$ cat src/rtl/lc3b_types.sv
// Shared LC-3b type definitions, including the reorder-buffer entry payload.
package lc3b_types;

    localparam int unsigned WORD_W   = 16;
    localparam int unsigned OPCODE_W = 4;
    localparam int unsigned REG_W    = 3;

    typedef logic [WORD_W-1:0]   lc3b_word;
    typedef logic [OPCODE_W-1:0] lc3b_opcode;
    typedef logic [REG_W-1:0]    lc3b_reg;

    typedef struct packed {
        logic       busy;
        logic       ready;
        lc3b_opcode opcode;
        lc3b_reg    dest;
        lc3b_word   value;
        logic       predict;
        lc3b_word   pc;
    } rob_entry_t;

endpackage

$ cat src/rtl/rob_queue_cdb_match.sv
// Lowest-port-first match of one ROB tag against all CDB broadcast ports.
module rob_cdb_match #(
    parameter int unsigned CDB_PORTS = 2,
    parameter int unsigned TAGW      = 3,
    parameter int unsigned WIDTH     = 16
) (
    input  logic [TAGW-1:0]            tag,
    input  logic [CDB_PORTS-1:0]       cdb_valid,
    input  logic [CDB_PORTS*TAGW-1:0]  cdb_tag,
    input  logic [CDB_PORTS*WIDTH-1:0] cdb_value,
    output logic                       hit,
    output logic [WIDTH-1:0]           value
);

    // Scan from the highest port down so the lowest matching port wins.
    always_comb begin
        hit   = 1'b0;
        value = '0;
        for (int p = int'(CDB_PORTS) - 1; p >= 0; p--) begin
            if (cdb_valid[p] && (cdb_tag[p*TAGW +: TAGW] == tag)) begin
                hit   = 1'b1;
                value = cdb_value[p*WIDTH +: WIDTH];
            end
        end
    end

endmodule

$ cat src/rtl/rob_queue.sv
// Parametrised reorder buffer: in-order alloc/commit, multi-port CDB capture.
// Optional same-cycle CDB bypass on read/head outputs via ROB_CDB_BYPASS_EN.
module rob_queue
    import lc3b_types::*;
#(
    parameter int unsigned DEPTH     = 8,
    parameter int unsigned CDB_PORTS = 2,
    parameter int unsigned WIDTH     = 16,
    localparam int unsigned TAGW     = $clog2(DEPTH)
) (
    input  logic                       clk,
    input  logic                       reset,
    input  logic                       flush,
    input  logic                       alloc_valid,
    input  logic [3:0]                 alloc_opcode,
    input  logic [2:0]                 alloc_dest,
    input  logic [WIDTH-1:0]           alloc_value,
    input  logic                       alloc_ready,
    input  logic                       alloc_predict,
    input  logic [WIDTH-1:0]           alloc_pc,
    output logic [TAGW-1:0]            alloc_tag,
    output logic                       full,
    output logic                       empty,
    output logic [TAGW:0]              count,
    input  logic [CDB_PORTS-1:0]       cdb_valid,
    input  logic [CDB_PORTS*TAGW-1:0]  cdb_tag,
    input  logic [CDB_PORTS*WIDTH-1:0] cdb_value,
    input  logic [2*TAGW-1:0]          rd_tag,
    output logic [2*WIDTH-1:0]         rd_value,
    output logic [1:0]                 rd_ready,
    output logic                       head_valid,
    output logic [TAGW-1:0]            head_tag,
    output logic [3:0]                 head_opcode,
    output logic [2:0]                 head_dest,
    output logic [WIDTH-1:0]           head_value,
    output logic                       head_predict,
    output logic [WIDTH-1:0]           head_pc,
    input  logic                       commit
);

    localparam int unsigned PTRW = TAGW + 1;

    logic [PTRW-1:0]  head_ptr;
    logic [PTRW-1:0]  tail_ptr;
    logic [TAGW-1:0]  head_idx;
    logic [TAGW-1:0]  tail_idx;
    rob_entry_t       entries [DEPTH];
    rob_entry_t       he;
    logic [DEPTH-1:0] hit_e;
    logic [WIDTH-1:0] val_e [DEPTH];
    logic             alloc_acc;
    logic             commit_acc;

    assign head_idx   = head_ptr[TAGW-1:0];
    assign tail_idx   = tail_ptr[TAGW-1:0];
    assign empty      = (head_ptr == tail_ptr);
    assign full       = (head_idx == tail_idx) && (head_ptr[TAGW] != tail_ptr[TAGW]);
    assign count      = tail_ptr - head_ptr;
    assign alloc_tag  = tail_idx;
    assign alloc_acc  = alloc_valid & ~full;
    assign commit_acc = commit & head_valid;

    for (genvar g = 0; g < int'(DEPTH); g++) begin : g_ent
        rob_cdb_match #(.CDB_PORTS(CDB_PORTS), .TAGW(TAGW), .WIDTH(WIDTH)) u_match (
            .tag       (TAGW'(g)),
            .cdb_valid (cdb_valid),
            .cdb_tag   (cdb_tag),
            .cdb_value (cdb_value),
            .hit       (hit_e[g]),
            .value     (val_e[g])
        );
    end

    // Alloc wins over any broadcast to the tail slot; commit masks the head slot.
    always_ff @(posedge clk or posedge reset) begin
        if (reset) begin
            head_ptr <= '0;
            tail_ptr <= '0;
            for (int i = 0; i < int'(DEPTH); i++) entries[i] <= '0;
        end else if (flush) begin
            head_ptr <= '0;
            tail_ptr <= '0;
            for (int i = 0; i < int'(DEPTH); i++) begin
                entries[i].busy  <= 1'b0;
                entries[i].ready <= 1'b0;
            end
        end else begin
            if (alloc_acc)  tail_ptr <= tail_ptr + PTRW'(1);
            if (commit_acc) head_ptr <= head_ptr + PTRW'(1);
            for (int i = 0; i < int'(DEPTH); i++) begin
                if (alloc_acc && (tail_idx == TAGW'(i))) begin
                    entries[i].busy    <= 1'b1;
                    entries[i].ready   <= alloc_ready;
                    entries[i].opcode  <= alloc_opcode;
                    entries[i].dest    <= alloc_dest;
                    entries[i].value   <= lc3b_word'(alloc_value);
                    entries[i].predict <= alloc_predict;
                    entries[i].pc      <= lc3b_word'(alloc_pc);
                end else if (commit_acc && (head_idx == TAGW'(i))) begin
                    entries[i].busy  <= 1'b0;
                    entries[i].ready <= 1'b0;
                end else if (entries[i].busy && hit_e[i]) begin
                    entries[i].value <= lc3b_word'(val_e[i]);
                    entries[i].ready <= 1'b1;
                end
            end
        end
    end

    assign he           = entries[head_idx];
    assign head_tag     = head_idx;
    assign head_opcode  = he.opcode;
    assign head_dest    = he.dest;
    assign head_predict = he.predict;
    assign head_pc      = WIDTH'(he.pc);

`ifdef ROB_CDB_BYPASS_EN
    logic             hit_h;
    logic [WIDTH-1:0] val_h;

    rob_cdb_match #(.CDB_PORTS(CDB_PORTS), .TAGW(TAGW), .WIDTH(WIDTH)) u_head_match (
        .tag       (head_idx),
        .cdb_valid (cdb_valid),
        .cdb_tag   (cdb_tag),
        .cdb_value (cdb_value),
        .hit       (hit_h),
        .value     (val_h)
    );

    assign head_valid = he.busy & (he.ready | hit_h);
    assign head_value = (he.busy & hit_h) ? val_h : WIDTH'(he.value);
`else
    assign head_valid = he.busy & he.ready;
    assign head_value = WIDTH'(he.value);
`endif

    for (genvar r = 0; r < 2; r++) begin : g_rd
        rob_entry_t re;
        assign re = entries[rd_tag[r*TAGW +: TAGW]];
`ifdef ROB_CDB_BYPASS_EN
        logic             rh;
        logic [WIDTH-1:0] rv;

        rob_cdb_match #(.CDB_PORTS(CDB_PORTS), .TAGW(TAGW), .WIDTH(WIDTH)) u_rd_match (
            .tag       (rd_tag[r*TAGW +: TAGW]),
            .cdb_valid (cdb_valid),
            .cdb_tag   (cdb_tag),
            .cdb_value (cdb_value),
            .hit       (rh),
            .value     (rv)
        );

        assign rd_ready[r]                = re.busy & (re.ready | rh);
        assign rd_value[r*WIDTH +: WIDTH] = (re.busy & rh) ? rv : WIDTH'(re.value);
`else
        assign rd_ready[r]                = re.busy & re.ready;
        assign rd_value[r*WIDTH +: WIDTH] = WIDTH'(re.value);
`endif
    end

endmodule
$ cat config.mk
export PLATFORM = sky130hd
export DESIGN_NAME = rob_queue
export DESIGN_NICKNAME = d
export VERILOG_FILES = /design/src/rtl/lc3b_types.sv /design/src/rtl/rob_queue_cdb_match.sv /design/src/rtl/rob_queue.sv
export SDC_FILE = /design/constraint.sdc
export NUM_CORES = 1
export LEC_CHECK = 0
export BUFFER_PORTS_ARGS = -buffer_cell sky130_fd_sc_hd__buf_2
export CORE_UTILIZATION = 40
export CTS_BUF_LIST = sky130_fd_sc_hd__clkbuf_16
export CTS_CLUSTER_SIZE = 25
export DETAILED_ROUTE_END_ITERATION = 10
export PLACE_DENSITY = 0.68
export REMOVE_ABC_BUFFERS = 1
export SYNTH_ARGS = -nofsm -noshare
export SYNTH_HDL_FRONTEND = slang
export SYNTH_HIERARCHICAL = 1
export SYNTH_SLANG_ARGS = --single-unit
$ cat constraint.sdc
create_clock -name clk -period 12.55 [get_ports clk]
set_input_delay 1.255 -clock clk [delete_from_list [all_inputs] [get_ports clk]]
set_output_delay 1.255 -clock clk [all_outputs]
set_load 0.1 [all_outputs]
# Word level (Yosys, flattened, before mapping)
# Index checks and enable logic that the tools add are counted.
dict set report word_totals {
  mem_count 0
  ram_bits 0
  latchBits 0
  output_inout_bits 87
  in_bits 92
  romBits 0
  regBits 344
  word_cells 309
}
dict set report op_classes {
  n_shift 0
  n_eq_ne 39
  div_mod_pow 0
  mul 0
  n_reduce_logical 87
  muxes 109
  bitwise 10
  add_sub_neg 3
  order_cmp 3
}
# cell n
set op_table {}
lappend op_table {{16-bit 2-to-1 mux} 40}
lappend op_table {{42-bit binary-select mux with 3-bit select} 3}
lappend op_table {{42-bit 2-to-1 mux} 6}
lappend op_table {{3-bit equality test (second input constant)} 16}
lappend op_table {{1-bit logical AND} 41}
lappend op_table {{1-bit 2-to-1 mux} 40}
lappend op_table {{2-bit 2-to-1 mux} 16}
lappend op_table {{4-bit nonzero test} 8}
lappend op_table {{3-bit by 2-bit equality test with 1-bit output (second input constant)} 8}
lappend op_table {{3-bit AND reduction} 8}
lappend op_table {{3-bit nonzero test} 8}
lappend op_table {{2-bit nonzero test} 10}
lappend op_table {{4-bit 2-to-1 mux} 4}
lappend op_table {{2-bit != test (second input constant)} 8}
lappend op_table {{2-bit AND reduction} 8}
lappend op_table {{3-bit by 1-bit equality test with 1-bit output (second input constant)} 4}
lappend op_table {{4-bit greater-or-equal comparator (second input constant)} 3}
lappend op_table {{3-bit zero test} 4}
lappend op_table {{3-bit inverter with 4-bit output} 3}
lappend op_table {{4-bit by 1-bit adder with 4-bit output (second input constant)} 2}
lappend op_table {{1-bit AND} 5}
lappend op_table {{4-bit equality test} 1}
lappend op_table {{4-bit subtractor} 1}
lappend op_table {{3-bit equality test} 1}
lappend op_table {{other kinds (2)} 3}

# Depth between registers and ports, before layout
# Gate-level depths: netlist of the first run.
dict set report depth {
  word_depth 10
  ltp_mapped 11
  ltp_nobuf 7
}

# Cells and area by module
# Netlist of the first run, hierarchy kept.
# module cells_each seq_area_each_um2 instances area_per_inst_um2
set modules_own_cells {}
lappend modules_own_cells {rob_queue 1605 8608.3 1 19124.6}
lappend modules_own_cells {rob_cdb_match 80 0.0 8 576.8}

# Least setup slack after synthesis of the first run
# No wires, ideal clock.
dict set report synth_timing {
  kind {input to output}
  start {input port rd_tag[1]}
  end {output port rd_ready[0]}
  path_slack_ps 7222
  required_time_ps 11295
  path_buffers 3
  arrival_ps 4073
  stages 5
  path_cell_list {buf_2 > buf_1 > buf_2 > mux4_2 > mux2i_1}
}
dict set report synth_between {
  elab_chain_cells 5
}
# element line
set synth_rtl {}
lappend synth_rtl {{from (decl)} rob_queue.sv:28} ;# input logic [2*TAGW-1:0] rd_tag,
lappend synth_rtl {{3-bit inverter with 4-bit output (implied by the code)} rob_queue.sv:139} ;# assign re = entries[rd_tag[r*TAGW +: TAGW]];
lappend synth_rtl {{42-bit binary-select mux with 3-bit select} rob_queue.sv:139}
lappend synth_rtl {{42-bit 2-to-1 mux (implied by the code) (2 in series)} rob_queue.sv:139}
lappend synth_rtl {{1-bit AND} rob_queue.sv:156} ;# assign rd_ready[r] = re.busy & re.ready;
lappend synth_rtl {{to (decl)} rob_queue.sv:30} ;# output logic [1:0] rd_ready,
# No other way between the ends. The select of a mux whose other input is x is not followed.

# Worst setup path in the final report of the first run
dict set report layout_timing {
  start {register head_ptr[0]}
  end {output port head_pc[13]}
}
dict set report layout_between {
  elab_chain_cells 4
}
# element line
set layout_rtl {}
lappend layout_rtl {{from (decl)} rob_queue.sv:43} ;# logic [PTRW-1:0] head_ptr;
lappend layout_rtl {{from (signal assigned)} rob_queue.sv:89} ;# if (commit_acc) head_ptr <= head_ptr + PTRW'(1);
lappend layout_rtl {{3-bit inverter with 4-bit output (implied by the code)} rob_queue.sv:110} ;# assign he = entries[head_idx];
lappend layout_rtl {{42-bit binary-select mux with 3-bit select} rob_queue.sv:110}
lappend layout_rtl {{42-bit 2-to-1 mux (implied by the code) (2 in series)} rob_queue.sv:110}
lappend layout_rtl {{to (decl)} rob_queue.sv:37} ;# output logic [WIDTH-1:0] head_pc,
# No other way between the ends. The select of a mux whose other input is x is not followed.

==> flow_metrics.py, run 1 <==
metrics = {
    "sta": {
        "worst_pin_slew_ns": 1.20,
        "fin_crit_sh_pct": 37.6,
        "slew_headroom_pct": 20.0,
        "setup_viol": 0,
        "timing.fmax_mhz": 212,
        "fin_crit_ns": 4.72,
        "holdWs_ns": 0.469,
        "tns_ns": 0,
        "hold_violations": 0,
        "maxSlewViolCount": 0,
        "fin_ws_ns": 7.83,
        "rsz0062_at_grt": "no",
        "skew_ns": 0.0254,
    },
    "detailed_routing": {
        "antenna_left": 0,
        "wl_per_cell_um": 26.3,
        "drt-initial-drc-count": 2438,
        "drc": 0,
        "wl_mm": 83.9,
        "viasPerCell": 6.24,
        "firstDrtPassIters": 8,
        "num_vias": 19900,
    },
    "yosys": {
        "ys_warn_count": 6,
        "netlist_area_sq_um": 23700,
        "synth_cells": 2245,
        "synth_fa_ha_area_share_pct": 0.875,
        "synth-simple-area-share_pct": 16.5,
        "synth_seq_cells": 344,
        "synth_top_family_by_area": "multiplexers",
        "synth_edf_count": 0,
        "synth-compound-area-share_pct": 8.30,
        "muxShareOfSynthArea_pct": 28.3,
        "ys_async_sr_fraction_pct": 100,
        "synth-seq-area-share_pct": 36.3,
        "synth-main-ff-cell": "dfrtp_1",
        "synth.distinct_cells": 57,
        "synth_xor_area_share_pct": 2.89,
        "syn_area_per_cell_sq_um": 10.6,
    },
    "clock_tree": {
        "clock-sinks": 344,
        "numCtsBuffers": 38,
        "htreeDepth": 2,
        "cts.clk_slew.worst_paths_ns": 0.06,
        "cts_setup_buffers": 0,
        "cts_resized": 0,
        "cts_buffer_depth": 3,
        "clk_latency_ns": 0.56,
        "cts_hold_buffers": 0,
        "cts_root_buffer": "clkbuf_16",
        "tritoncts": "done",
    },
    "floorplan": {
        "coreArea_sq_um": 58100,
        "start_util_pct": 40.8,
        "dieHeight_um": 246,
        "num_rows": 88,
        "die_w_um": 246,
        "fp.dieArea_sq_um": 60300,
        "ios": 179,
    },
    "critical_path": {
        "start_kind": "flip-flop",
        "r2r-start": "head_ptr[1]$_DFFE_PP0P_",
        "rrSetupSlack_ns": 8.28,
        "r2r-end": "entries[32]$_DFFE_PP0P_",
        "critPathMaxFanout": 49,
        "critPathCaptureType": "output port",
        "crit_type": "reg -> out",
        "required_ns": 11.30,
        "reg2regPathDepth": 7,
        "crit_arrival_ns": 3.47,
        "crit_start": "head_ptr[0]$_DFFE_PP0P_",
    },
    "worst_hold_path": {
        "hp-class": "reg -> reg",
        "min_path_cells": 2,
        "worstHoldStart": "entries[174]$_DFFE_PP0P_",
        "min_to": "entries[174]$_DFFE_PP0P_",
    },
    "power_and_ir_drop": {
        "p_sw_w": 0.00180,
        "max-vdd-ir-drop_v": 0.000107,
        "clockPowerShare_pct": 25.3,
        "combPwrFrac_pct": 37.8,
        "total_power_w": 0.00448,
        "seqPwrFrac_pct": 36.9,
        "p_per_area_nw_per_um2": 169,
        "cellLeakagePower_nw": 12.4,
        "swShare_pct": 40.1,
        "p_int_w": 0.00268,
    },
    "grt": {
        "antenna_found_initial": 16,
        "track_usage_pct": 27.6,
        "grt_pass1_wl_mm": 126,
        "grt_overflow_total": 0,
        "grt_pass1_vias": 20400,
        "grt_max_degree": 133,
    },
    "final_layout": {
        "drive_gt1_share_pct": 32.0,
        "fin_util_pct": 45.5,
        "area_growth_pct": 11.5,
        "final_nets": 2495,
        "fill_cells": 5384,
    },
    "status": {
        "status": "complete, no violations",
    },
    "flow_run": {
        "drv_cap": 0,
    },
    "placed_design": {
        "dp_hpwl_mm": 50.9,
        "finalWeightedCongestion": 0.915,
        "dp_slack_ns": 8.19,
        "io_buffers": 178,
    },
}
[power groups by stage]
stage | clock (W) | sequential [W] | combinational [W]
after floorplan | 0 | 0.00157 | 0.00138
after global placement | 0 | 0.00163 | 0.00164
after detailed placement | 0 | 0.00166 | 0.00168
after CTS | 0.00115 | 0.00164 | 0.00169
after global routing | 0.00119 | 0.00169 | 0.00177
final | 0.00114 | 0.00165 | 0.00169
[sequential cells by signal, indices dropped and copies added (netlist names)]
register	flops
head_ptr	4
entries	336
tail_ptr	4
[cells in the mapped netlist (8+ instances only)]
library cell,instances,share of area (%)
dfrtp_1,344,36
nor3_1,32,0.67
o22ai_1,31,0.82
nand4b_1,128,4.7
xnor2_2,25,1.7
mux4_2,152,14
nand2_1,522,8.3
buf_12,8,0.67
buf_2,71,1.5
mux2i_1,131,5.5
buf_1,26,0.41
o221a_2,92,4.4
buf_4,16,0.51
nand3_1,13,0.27
xnor2_1,28,1.0
clkbuf_1,46,0.73
a21oi_1,20,0.42
ha_1,15,0.79
a211oi_1,35,1.1
nand4_1,18,0.47
mux2_2,176,8.3
and2_1,14,0.37
nor2_1,78,1.2
buf_6,16,0.76
inv_1,139,2.2
[stage by stage]
stage,cells,instance area [sq um]
CTS,3180,26400
detailed placement,3112,25200
finish,3192,26500
global route,3191,26500
global placement,3112,25200
floorplan,2108,22800
[per-layer routing]
metal  share of wire, %  global-route usage [%]
met4                5.1                    14.4
met5              0.041                       0
met2                 45                    42.5
met3                 11                    7.25
met1                 39                    35.6
[cell usage in the layout, fill, tap and decap left out, drive strengths merged, types with 4 or more instances in the layout]
| cell type | instances |
|---|---|
| nor2 | 78 |
| ha | 15 |
| o21ai | 6 |
| buf | 239 |
| nand4 | 18 |
| clkinv | 16 |
| dfrtp | 344 |
| a21oi | 21 |
| mux2i | 131 |
| o22ai | 31 |
| a211oi | 35 |
| inv | 151 |
| nor3 | 32 |
| mux4 | 152 |
| mux2 | 176 |
| nand4b | 128 |
| bufinv | 4 |
| a22oi | 5 |
| nand3 | 19 |
| conb | 48 |
| o221a | 93 |
| clkbuf | 39 |
| diode | 12 |
| nand2 | 522 |
| xnor2 | 53 |
| and2 | 14 |
[area by class of cell]
type | count | area (sq um) | share of cell area, %
Clock inverter | 29 | 256 | 0.969
Sequential cell | 344 | 8620 | 32.6
Clock buffer | 39 | 976 | 3.69
Inverter | 143 | 544 | 2.06
Multi-Input combinational cell | 1621 | 13700 | 51.9
Antenna cell | 12 | 30.0 | 0.113
Timing Repair Buffer | 239 | 1350 | 5.10
Tap cell | 765 | 957 | 3.62
[worst max path at each step]
stage	end	cells after the start	slack, ns
finish	head_pc[13]	5	7.83
global route	head_pc[0]	5	7.59
floorplan	entries[0]$_DFFE_PP0P_	1	1.76
global placement	rd_value[17]	5	8.24
detailed placement	rd_value[17]	5	8.19
CTS	head_pc[13]	5	7.74
[critical path: stages (launching register included)]
cell     delay (ns)
dfrtp_4        0.93
buf_4          0.84
mux4_2         0.61
nand2_1        0.08
nand2_1        0.10
buf_2          0.31
[kinds of logic (layout without fill, tap and decap cells)]
family | Yosys count | count (layout)
simple gates | 820 | 820
mux | 459 | 459
flops | 344 | 344
buf+inv | 326 | 450
compound gates | 222 | 222
xor+xnor | 56 | 56
fa+ha+maj | 16 | 16
other cells | 2 | 60
(Power assumes the default switching activity.)
==> inputs of run 2 (changes only) <==
Settings changed: PLACE_DENSITY 0.68 to 0.7.
Clock period 12.55 ns to 3.9 ns, I/O delays scaled along.
==> run 2 against run 1 <==
Net effect: non-clock buffer count increased by 15; total power increased to 3.2 times the previous value; final cell count increased by 0.41%; critical path depth decreased by 1; clock power increased to 3.2 times the previous value; combinational power increased to 3.3 times the previous value; register-to-register slack got worse by 7.6 ns; global-route usage increased by 0.87 points; via count increased by 1.7%; flip-flop and latch count unchanged; routed wire length increased by 2.2%; critical path type unchanged; largest cell class unchanged; highest routed layer unchanged.
==> flow_metrics.py, run 2 (synthesized netlist as in run 1, its figures left out) <==
metrics = {
    "power_and_ir_drop": {
        "p_per_area_nw_per_um2": 543,
        "cellLeakagePower_nw": 12.5,
        "p_sw_w": 0.00591,
        "combPwrFrac_pct": 38.0,
        "max-vdd-ir-drop_v": 0.000398,
        "p_int_w": 0.00854,
        "seqPwrFrac_pct": 36.9,
        "clockPowerShare_pct": 25.1,
        "swShare_pct": 40.9,
    },
    "grt": {
        "track_usage_pct": 28.5,
        "grt_max_degree": 109,
        "grt_pass1_vias": 20600,
        "antenna_found_initial": 10,
        "grt_overflow_total": 0,
        "grt_pass1_wl_mm": 129,
    },
    "final_layout": {
        "drive_gt1_share_pct": 32.3,
        "fill_cells": 5334,
        "final_cell_mix": "nand2_1, dfrtp_1, buf_2",
        "final_nets": 2511,
        "multiInputGateArea_sq_um": 13700,
        "final_area_sq_um": 26600,
        "final-seq-area_sq_um": 8620,
        "regMostFlops": "entries",
        "final_common_cell": "nand2_1",
        "area_growth_pct": 12.1,
        "largest_reg_flops": 336,
        "biggestRegsByFlops": "entries x336, head_ptr x4, tail_ptr x4",
    },
    "placed_design": {
        "io_buffers": 178,
        "place_area_sq_um": 25400,
        "finalWeightedCongestion": 0.950,
        "dp_hpwl_mm": 54.2,
    },
    "sta": {
        "setup_viol": 0,
        "fin_crit_ns": 3.34,
        "maxSlewViolCount": 0,
        "slew_headroom_pct": 9.92,
        "holdWs_ns": 0.000548,
        "timing.fmax_mhz": 299,
        "fin_crit_sh_pct": 85.7,
        "worst_pin_slew_ns": 1.35,
        "rsz0062_at_grt": "no",
        "hold_violations": 0,
        "skew_ns": 0.0313,
        "tns_ns": 0,
    },
    "detailed_routing": {
        "wl_mm": 85.7,
        "antenna_left": 0,
        "firstDrtPassIters": 8,
        "num_vias": 20300,
        "drt-initial-drc-count": 2630,
        "drc": 0,
        "wl_per_cell_um": 26.7,
        "viasPerCell": 6.32,
    },
    "clock_tree": {
        "cts_setup_buffers": 0,
        "htreeDepth": 2,
        "cts_buffer_depth": 3,
        "clk_latency_ns": 0.59,
        "clock-sinks": 344,
        "cts_root_buffer": "clkbuf_16",
        "tritoncts": "done",
        "cts.clk_slew.worst_paths_ns": 0.06,
        "cts_resized": 0,
        "numCtsBuffers": 39,
        "cts_hold_buffers": 0,
    },
    "floorplan": {
        "die_w_um": 246,
        "num_rows": 88,
        "ios": 179,
        "start_util_pct": 40.8,
        "dieHeight_um": 246,
        "fp.dieArea_sq_um": 60300,
        "coreArea_sq_um": 58100,
    },
    "critical_path": {
        "critPathCaptureType": "output port",
        "critPathMaxFanout": 16,
        "start_kind": "flip-flop",
        "crit_type": "reg -> out",
        "worst_path_largest_cell_delay_ns": 0.63,
        "cp_slowest_cell": "mux4_2",
        "crit_arrival_ns": 2.95,
        "required_ns": 3.51,
        "crit_chain": "inv_2 -> mux4_2 -> o21ai_0 -> buf_2",
    },
    "worst_hold_path": {
        "hp-class": "in -> async",
    },
    "status": {
        "status": "complete, no violations",
    },
    "flow_run": {
        "drv_cap": 0,
    },
}
-- run 2: per-stage QoR --
stage	total power [W]	std cells	setup WS, ns	utilization (%)
finish	0.0144	3205	0.560	45.8
global route	0.0150	3205	0.488	45.8
CTS	0.0144	3198	0.578	45.8
detailed placement	0.0108	3127	0.768	43.7
global placement	0.0106	3127	0.865	43.7
floorplan	0.00947	2108	-6.03	-
-- run 2: cell type report --
| type | instances | share of cell area [%] |
|---|---|---|
| clock buffers | 39 | 3.67 |
| inverters | 143 | 2.04 |
| diodes | 7 | 0.0658 |
| flip-flops and latches | 344 | 32.4 |
| repair buffers | 254 | 5.83 |
| well taps | 765 | 3.60 |
| clock inverters | 32 | 0.874 |
| multi-input cells | 1621 | 51.6 |
-- run 2: path summary, 6_finish.rpt --
check                                          from                        to  slack [ns]  depth (start not counted)
setup / recovery            head_ptr[0]$_DFFE_PP0P_                head_valid        0.56                          4
hold / removal                                reset  entries[154]$_DFFE_PP0P_      0.0005                          2
setup reg to reg            head_ptr[0]$_DFFE_PP0P_   entries[23]$_DFFE_PP0P_        0.65                          6
hold reg to reg            entries[176]$_DFFE_PP0P_  entries[176]$_DFFE_PP0P_        0.47                          2
max in group asynchronous                     reset  entries[331]$_DFFE_PP0P_        2.90                          3
min in group clk                      alloc_dest[2]  entries[203]$_DFFE_PP0P_        0.09                          3
-- run 2: power groups by stage --
stage                     clock, W  sequential [W]  combinational, W
after CTS                  0.00366         0.00529           0.00547
after global placement           0         0.00524           0.00534
after floorplan                  0         0.00505           0.00443
final                      0.00362         0.00532           0.00550
after global routing       0.00380         0.00543           0.00573
after detailed placement         0         0.00535           0.00545
-- run 2: critical path: cells and delay by family, from the launching register on --
kind | cells | cell delay (ns)
compound gates | 1 | 0.39
buf+inv | 2 | 0.71
flops | 1 | 0.62
mux | 1 | 0.63
-- run 2: metal layers --
layer / vias to the layer above / wire (um) / track usage [%]
met3: 338 / 9480 / 7.27
met4: 2 / 4670 / 14.7
met5: - / 20 / 0
li1: 8436 / - / -
met1: 10100 / 33700 / 37.8
met2: 1352 / 37800 / 42.8
